<file path="config.mk">
export PLATFORM = sky130hd
export DESIGN_NAME = mstream_transposer
export DESIGN_NICKNAME = d
export VERILOG_FILES = /design/src/rtl/mstream_transposer.sv
export SDC_FILE = /design/constraint.sdc
export NUM_CORES = 1
export LEC_CHECK = 0
export CORE_ASPECT_RATIO = 1.75
export CORE_MARGIN = 2
export CORE_UTILIZATION = 33
export DETAILED_ROUTE_END_ITERATION = 7
export SETUP_SLACK_MARGIN = 0.5
export SLEW_MARGIN = 40
export SYNTH_ARGS = -nofsm -noshare
export SYNTH_HDL_FRONTEND = slang
export SYNTH_SLANG_ARGS = --single-unit
</file>
<file path="constraint.sdc">
create_clock -name sys_clk -period 3.2 [get_ports sys_clk]
set_input_delay 0.48 -clock sys_clk [delete_from_list [all_inputs] [get_ports sys_clk]]
set_output_delay 0.48 -clock sys_clk [all_outputs]
set_load 0.05 [all_outputs]
</file>
<file path="src/rtl/mstream_transposer.sv">
// 3x3 matrix stream transposer with ping-pong banks (column beats in/out).
// Optional stats counters enabled by MSTREAM_TRANSPOSER_STATS_EN.
module mstream_transposer #(
    parameter int DATA_WIDTH = 8
) (
    input  logic                  sys_clk,
    input  logic                  reset_n,
    input  logic                  ig_vld,
    output logic                  ig_rdy,
    input  logic [DATA_WIDTH-1:0] ig_r0,
    input  logic [DATA_WIDTH-1:0] ig_r1,
    input  logic [DATA_WIDTH-1:0] ig_r2,
    output logic                  eg_vld,
    input  logic                  eg_rdy,
    output logic [DATA_WIDTH-1:0] eg_r0,
    output logic [DATA_WIDTH-1:0] eg_r1,
    output logic [DATA_WIDTH-1:0] eg_r2
`ifdef MSTREAM_TRANSPOSER_STATS_EN
    ,
    output logic [15:0]           matrix_cnt,
    output logic [15:0]           stall_cnt
`endif
);

    typedef enum logic [1:0] {
        EMPTY,
        FILLING,
        FULL
    } bank_st_e;

    bank_st_e st_q [2];
    bank_st_e st_d [2];
    logic     wr_bank_q, wr_bank_d;
    logic     rd_bank_q, rd_bank_d;
    logic [1:0] wr_cnt_q, wr_cnt_d;
    logic [1:0] rd_cnt_q, rd_cnt_d;
    logic     ig_fire, eg_fire;

    // Indexed [bank][column][row]; data needs no reset.
    logic [DATA_WIDTH-1:0] mem_q [2][3][3];

    always_comb begin
        ig_rdy    = (st_q[wr_bank_q] != FULL);
        eg_vld    = (st_q[rd_bank_q] == FULL);
        ig_fire   = ig_vld && ig_rdy;
        eg_fire   = eg_vld && eg_rdy;
        st_d[0]   = st_q[0];
        st_d[1]   = st_q[1];
        wr_bank_d = wr_bank_q;
        rd_bank_d = rd_bank_q;
        wr_cnt_d  = wr_cnt_q;
        rd_cnt_d  = rd_cnt_q;
        if (ig_fire) begin
            if (wr_cnt_q == 2'd0) st_d[wr_bank_q] = FILLING;
            if (wr_cnt_q == 2'd2) begin
                st_d[wr_bank_q] = FULL;
                wr_cnt_d        = 2'd0;
                wr_bank_d       = ~wr_bank_q;
            end else begin
                wr_cnt_d = wr_cnt_q + 2'd1;
            end
        end
        // A FULL bank is never written, so these updates never collide.
        if (eg_fire) begin
            if (rd_cnt_q == 2'd2) begin
                st_d[rd_bank_q] = EMPTY;
                rd_cnt_d        = 2'd0;
                rd_bank_d       = ~rd_bank_q;
            end else begin
                rd_cnt_d = rd_cnt_q + 2'd1;
            end
        end
    end

    always_comb begin
        eg_r0 = '0;
        eg_r1 = '0;
        eg_r2 = '0;
        if (eg_vld) begin
            eg_r0 = mem_q[rd_bank_q][0][rd_cnt_q];
            eg_r1 = mem_q[rd_bank_q][1][rd_cnt_q];
            eg_r2 = mem_q[rd_bank_q][2][rd_cnt_q];
        end
    end

    always_ff @(posedge sys_clk) begin
        if (ig_fire) begin
            mem_q[wr_bank_q][wr_cnt_q][0] <= ig_r0;
            mem_q[wr_bank_q][wr_cnt_q][1] <= ig_r1;
            mem_q[wr_bank_q][wr_cnt_q][2] <= ig_r2;
        end
    end

    always_ff @(posedge sys_clk or negedge reset_n) begin
        if (!reset_n) begin
            st_q[0]   <= EMPTY;
            st_q[1]   <= EMPTY;
            wr_bank_q <= 1'b0;
            rd_bank_q <= 1'b0;
            wr_cnt_q  <= 2'd0;
            rd_cnt_q  <= 2'd0;
        end else begin
            st_q[0]   <= st_d[0];
            st_q[1]   <= st_d[1];
            wr_bank_q <= wr_bank_d;
            rd_bank_q <= rd_bank_d;
            wr_cnt_q  <= wr_cnt_d;
            rd_cnt_q  <= rd_cnt_d;
        end
    end

`ifdef MSTREAM_TRANSPOSER_STATS_EN
    logic [15:0] matrix_cnt_q, matrix_cnt_d;
    logic [15:0] stall_cnt_q, stall_cnt_d;

    always_comb begin
        matrix_cnt_d = matrix_cnt_q;
        stall_cnt_d  = stall_cnt_q;
        if (eg_fire && rd_cnt_q == 2'd2) matrix_cnt_d = matrix_cnt_q + 16'd1;
        // Stall count saturates instead of wrapping.
        if (eg_vld && !eg_rdy && stall_cnt_q != 16'hFFFF) begin
            stall_cnt_d = stall_cnt_q + 16'd1;
        end
    end

    always_ff @(posedge sys_clk or negedge reset_n) begin
        if (!reset_n) begin
            matrix_cnt_q <= 16'd0;
            stall_cnt_q  <= 16'd0;
        end else begin
            matrix_cnt_q <= matrix_cnt_d;
            stall_cnt_q  <= stall_cnt_d;
        end
    end

    assign matrix_cnt = matrix_cnt_q;
    assign stall_cnt  = stall_cnt_q;
`endif

endmodule
</file>
==> flow_summary.ini <==
[outcome]
status = finished, final reports clean

[placement]
port_buffers = 53
gp_congestion = 0.750
dp.final_hpwl_mm = 10.4

[detailed_routing]
drt_wl_total_mm = 15.9
dr_total_vias = 4089
drtAntennaViolNets = 0
wire_per_inst_um = 20.4
drc = 0
vias_per_cell = 5.24
first_pass_iters = 5
drtIter0Drc = 259

[logic_synthesis]
yosysMostFrequentCell = edfxtp_1
synthTopCellsByArea = edfxtp_1, mux2_2, dfrtp_1, mux2i_1, a21oi_1
syn-num-nets = 483
netlist_area_um2 = 6810
yosys_warnings = 0
yosysTopAreaCell = edfxtp_1
synth_cell_types = 38
synth_seq_cells = 154
synth_edf_count = 144
synth-async-reset-ratio = 0.0649
synthSimpleGateAreaFrac = 0.0524
synthFlopType = edfxtp_1
yosysTopAreaCellShare = 0.635
yosys-top-cells-count = edfxtp_1, mux2_2, a21oi_1
synth_compound_area_frac = 0.109
synth_xor_area_frac = 0.00129
seq_area_frac_synth = 0.672
syn_avg_cell_area_um2 = 15.0
syn-instance-count = 455
synth_fa_ha_area_frac = 0
synthMuxAreaShare = 0.136
synth_top_family_by_area = multiplexers

[cts]
clock-sinks = 154
cts_tree = built
root_buffer = clkbuf_16
clockBufferDepth = 2
cts_made_buffers = 17
cts_hold_buffers = 0
clk_pin_slew_ns = 0.06
worstSkewPairLatency_ns = 0.41
htree_levels = 4

[timing]
slew_headroom = 0.607
finalCriticalPeriod_ns = 2.67
fmax_mhz = 375
final-hold-violation-count = 0
slew_viol_final = 0
setup_viol = 0
finalCritPeriodShare = 0.834
worstMarginPinSlew_ns = 0.589
rsz0062_at_grt = true
clock_skew_ns = 0.00529
setup_tns_ns = 0

[final_layout]
fillers = 1798
final_util = 0.425
drive_gt1_frac = 0.323
synthToLayoutAreaGrowth_pct = 26.7
layout.nets = 548
seqCellArea_um2 = 4580
antennaDiodeCount = 0
multi_input_area_um2 = 2130

[floorplan]
die_y_um = 194
rows = 69
ios = 54
initial_core_util = 0.336
core-area_um2 = 20300
die_area_um2 = 21900
die_width_um = 113

[worst_setup_path]
regToRegSetupSlack_ns = 0.89
worstSetupPathType = flip-flop to output port
crit_path_end_kind = output port
reg2regPathDepth = 5
worstPathMaxFanout = 56
reg2reg_to = mem_q[1][63]$_DFFE_PP_
cp.required_ns = 2.72
worstSetupStartpoint = rd_bank_q$_DFFE_PN0P_
critPathArrivalTime_ns = 2.19
reg2reg_from = wr_bank_q$_DFFE_PN0P_
worstSetupStartpointType = flip-flop

[flow_run]
drv_cap = 0

[pwr]
ir_drop_uv = 404
p_leak_uw = 0.00291
power.density_nw_per_um2 = 928

[global_route]
antenna_found_initial = 0
grt_use_total = 0.151
grt_pass1_vias = 4355
grt_max_degree = 57
grt_overflow = 0
grt_pass1_wl_mm = 24.9

[worst_hold_path]
hold_path_class = input pin to async pin
routing by layer:
layer	wire length [µm]	GRT usage	share of wire	up-vias
met5	0	0	0	-
met4	338	0.0632	0.021	0
met3	449	0.0222	0.028	18
met2	8890	0.275	0.56	79
met1	6240	0.173	0.39	2104
li1	-	-	-	1888
what timing repair did:
action | in CTS | in global routing
pin swaps | 1 | 1
setup endpoints to repair | 24 | 20
setup buffers | 1 | 4
hold endpoints to repair | 0 | 0
resized for setup | 14 | 3
cells by family after synthesis:
| logic type | Yosys count |
|---|---|
| flip-flops | 154 |
| AO/OA/AOI/OAI | 115 |
| multiplexers | 82 |
| AND/OR/NAND/NOR | 66 |
| buffers and inverters | 37 |
| XOR/XNOR | 1 |
cell type report:
type	count	share of cell area
inverters	4	0.00232
flip-flops and latches	154	0.531
repair buffers	79	0.116
well taps	248	0.0360
clock buffers	18	0.0497
multi-input cells	264	0.247
clock inverters	13	0.0178
layout by cell type (no fill, tap or decap), drive strengths merged:
cell type / netlist / final
nand2: 9 / 9
mux2: 61 / 61
or3: 1 / 1
clkdlybuf4s50: 0 / 28
o21ai: 19 / 19
nor2: 22 / 22
edfxtp: 144 / 144
or2: 2 / 2
inv: 3 / 2
mux2i: 21 / 21
a22o: 11 / 11
o211ai: 2 / 2
clkinvlp: 0 / 4
clkinv: 1 / 8
a211oi: 19 / 19
dfrtp: 10 / 10
nor3b: 2 / 2
and3: 1 / 1
nand3: 5 / 5
nor2b: 3 / 3
o21a: 6 / 6
xor2: 1 / 1
and2b: 1 / 1
a22oi: 18 / 18
nor3: 2 / 2
buf: 22 / 51
and3b: 1 / 1
bufinv: 0 / 3
o22ai: 1 / 1
nand2b: 14 / 14
clkbuf: 11 / 18
nand3b: 3 / 3
a21oi: 39 / 39
worst max-delay path, cell delays in order (launching register included):
cell and delay [ns]:
dfrtp_4 0.57, buf_12 0.22, nor2b_1 0.19, buf_6 0.20, a22oi_1 0.10, a21oi_1 0.29
buf_12 0.18
through the flow:
step / std cells / hold WS [ns] / setup slack, ns / total power (µW) / cell area, µm²
finish: 780 / 0.401 / 0.532 / 8000 / 8630
detailed placement: 744 / 0.585 / 0.548 / 5980 / 7950
floorplan: 455 / 0.184 / 0.773 / 4820 / 6850
CTS: 776 / 0.398 / 0.492 / 8040 / 8590
global route: 780 / 0.422 / 0.482 / 8390 / 8630
global placement: 744 / 0.560 / 0.576 / 5930 / 7950
worst max-delay path by stage:
| stage | end | slack (ns) | cells after the start |
|---|---|---|---|
| floorplan | eg_r0[0] | 0.77 | 6 |
| global placement | mem_q[1][50]$_DFFE_PP_ | 0.58 | 5 |
| detailed placement | mem_q[1][50]$_DFFE_PP_ | 0.55 | 5 |
| CTS | eg_r1[5] | 0.49 | 5 |
| global route | eg_r1[1] | 0.48 | 6 |
| finish | eg_r1[1] | 0.53 | 6 |
power breakdown:
group / switching [µW] / internal, µW / leakage [µW]
clock: 761 / 1210 / 0.000279
combinational: 1860 / 1310 / 0.00120
sequential: 196 / 2660 / 0.00143
flip-flops by register name (all words and copies together), names as in the netlist:
register / count
mem_q: 144
rd_bank_q: 1
rd_cnt_q: 2
st_q: 4
wr_bank_q: 1
wr_cnt_q: 2
Power figures use the tool's default switching activity.
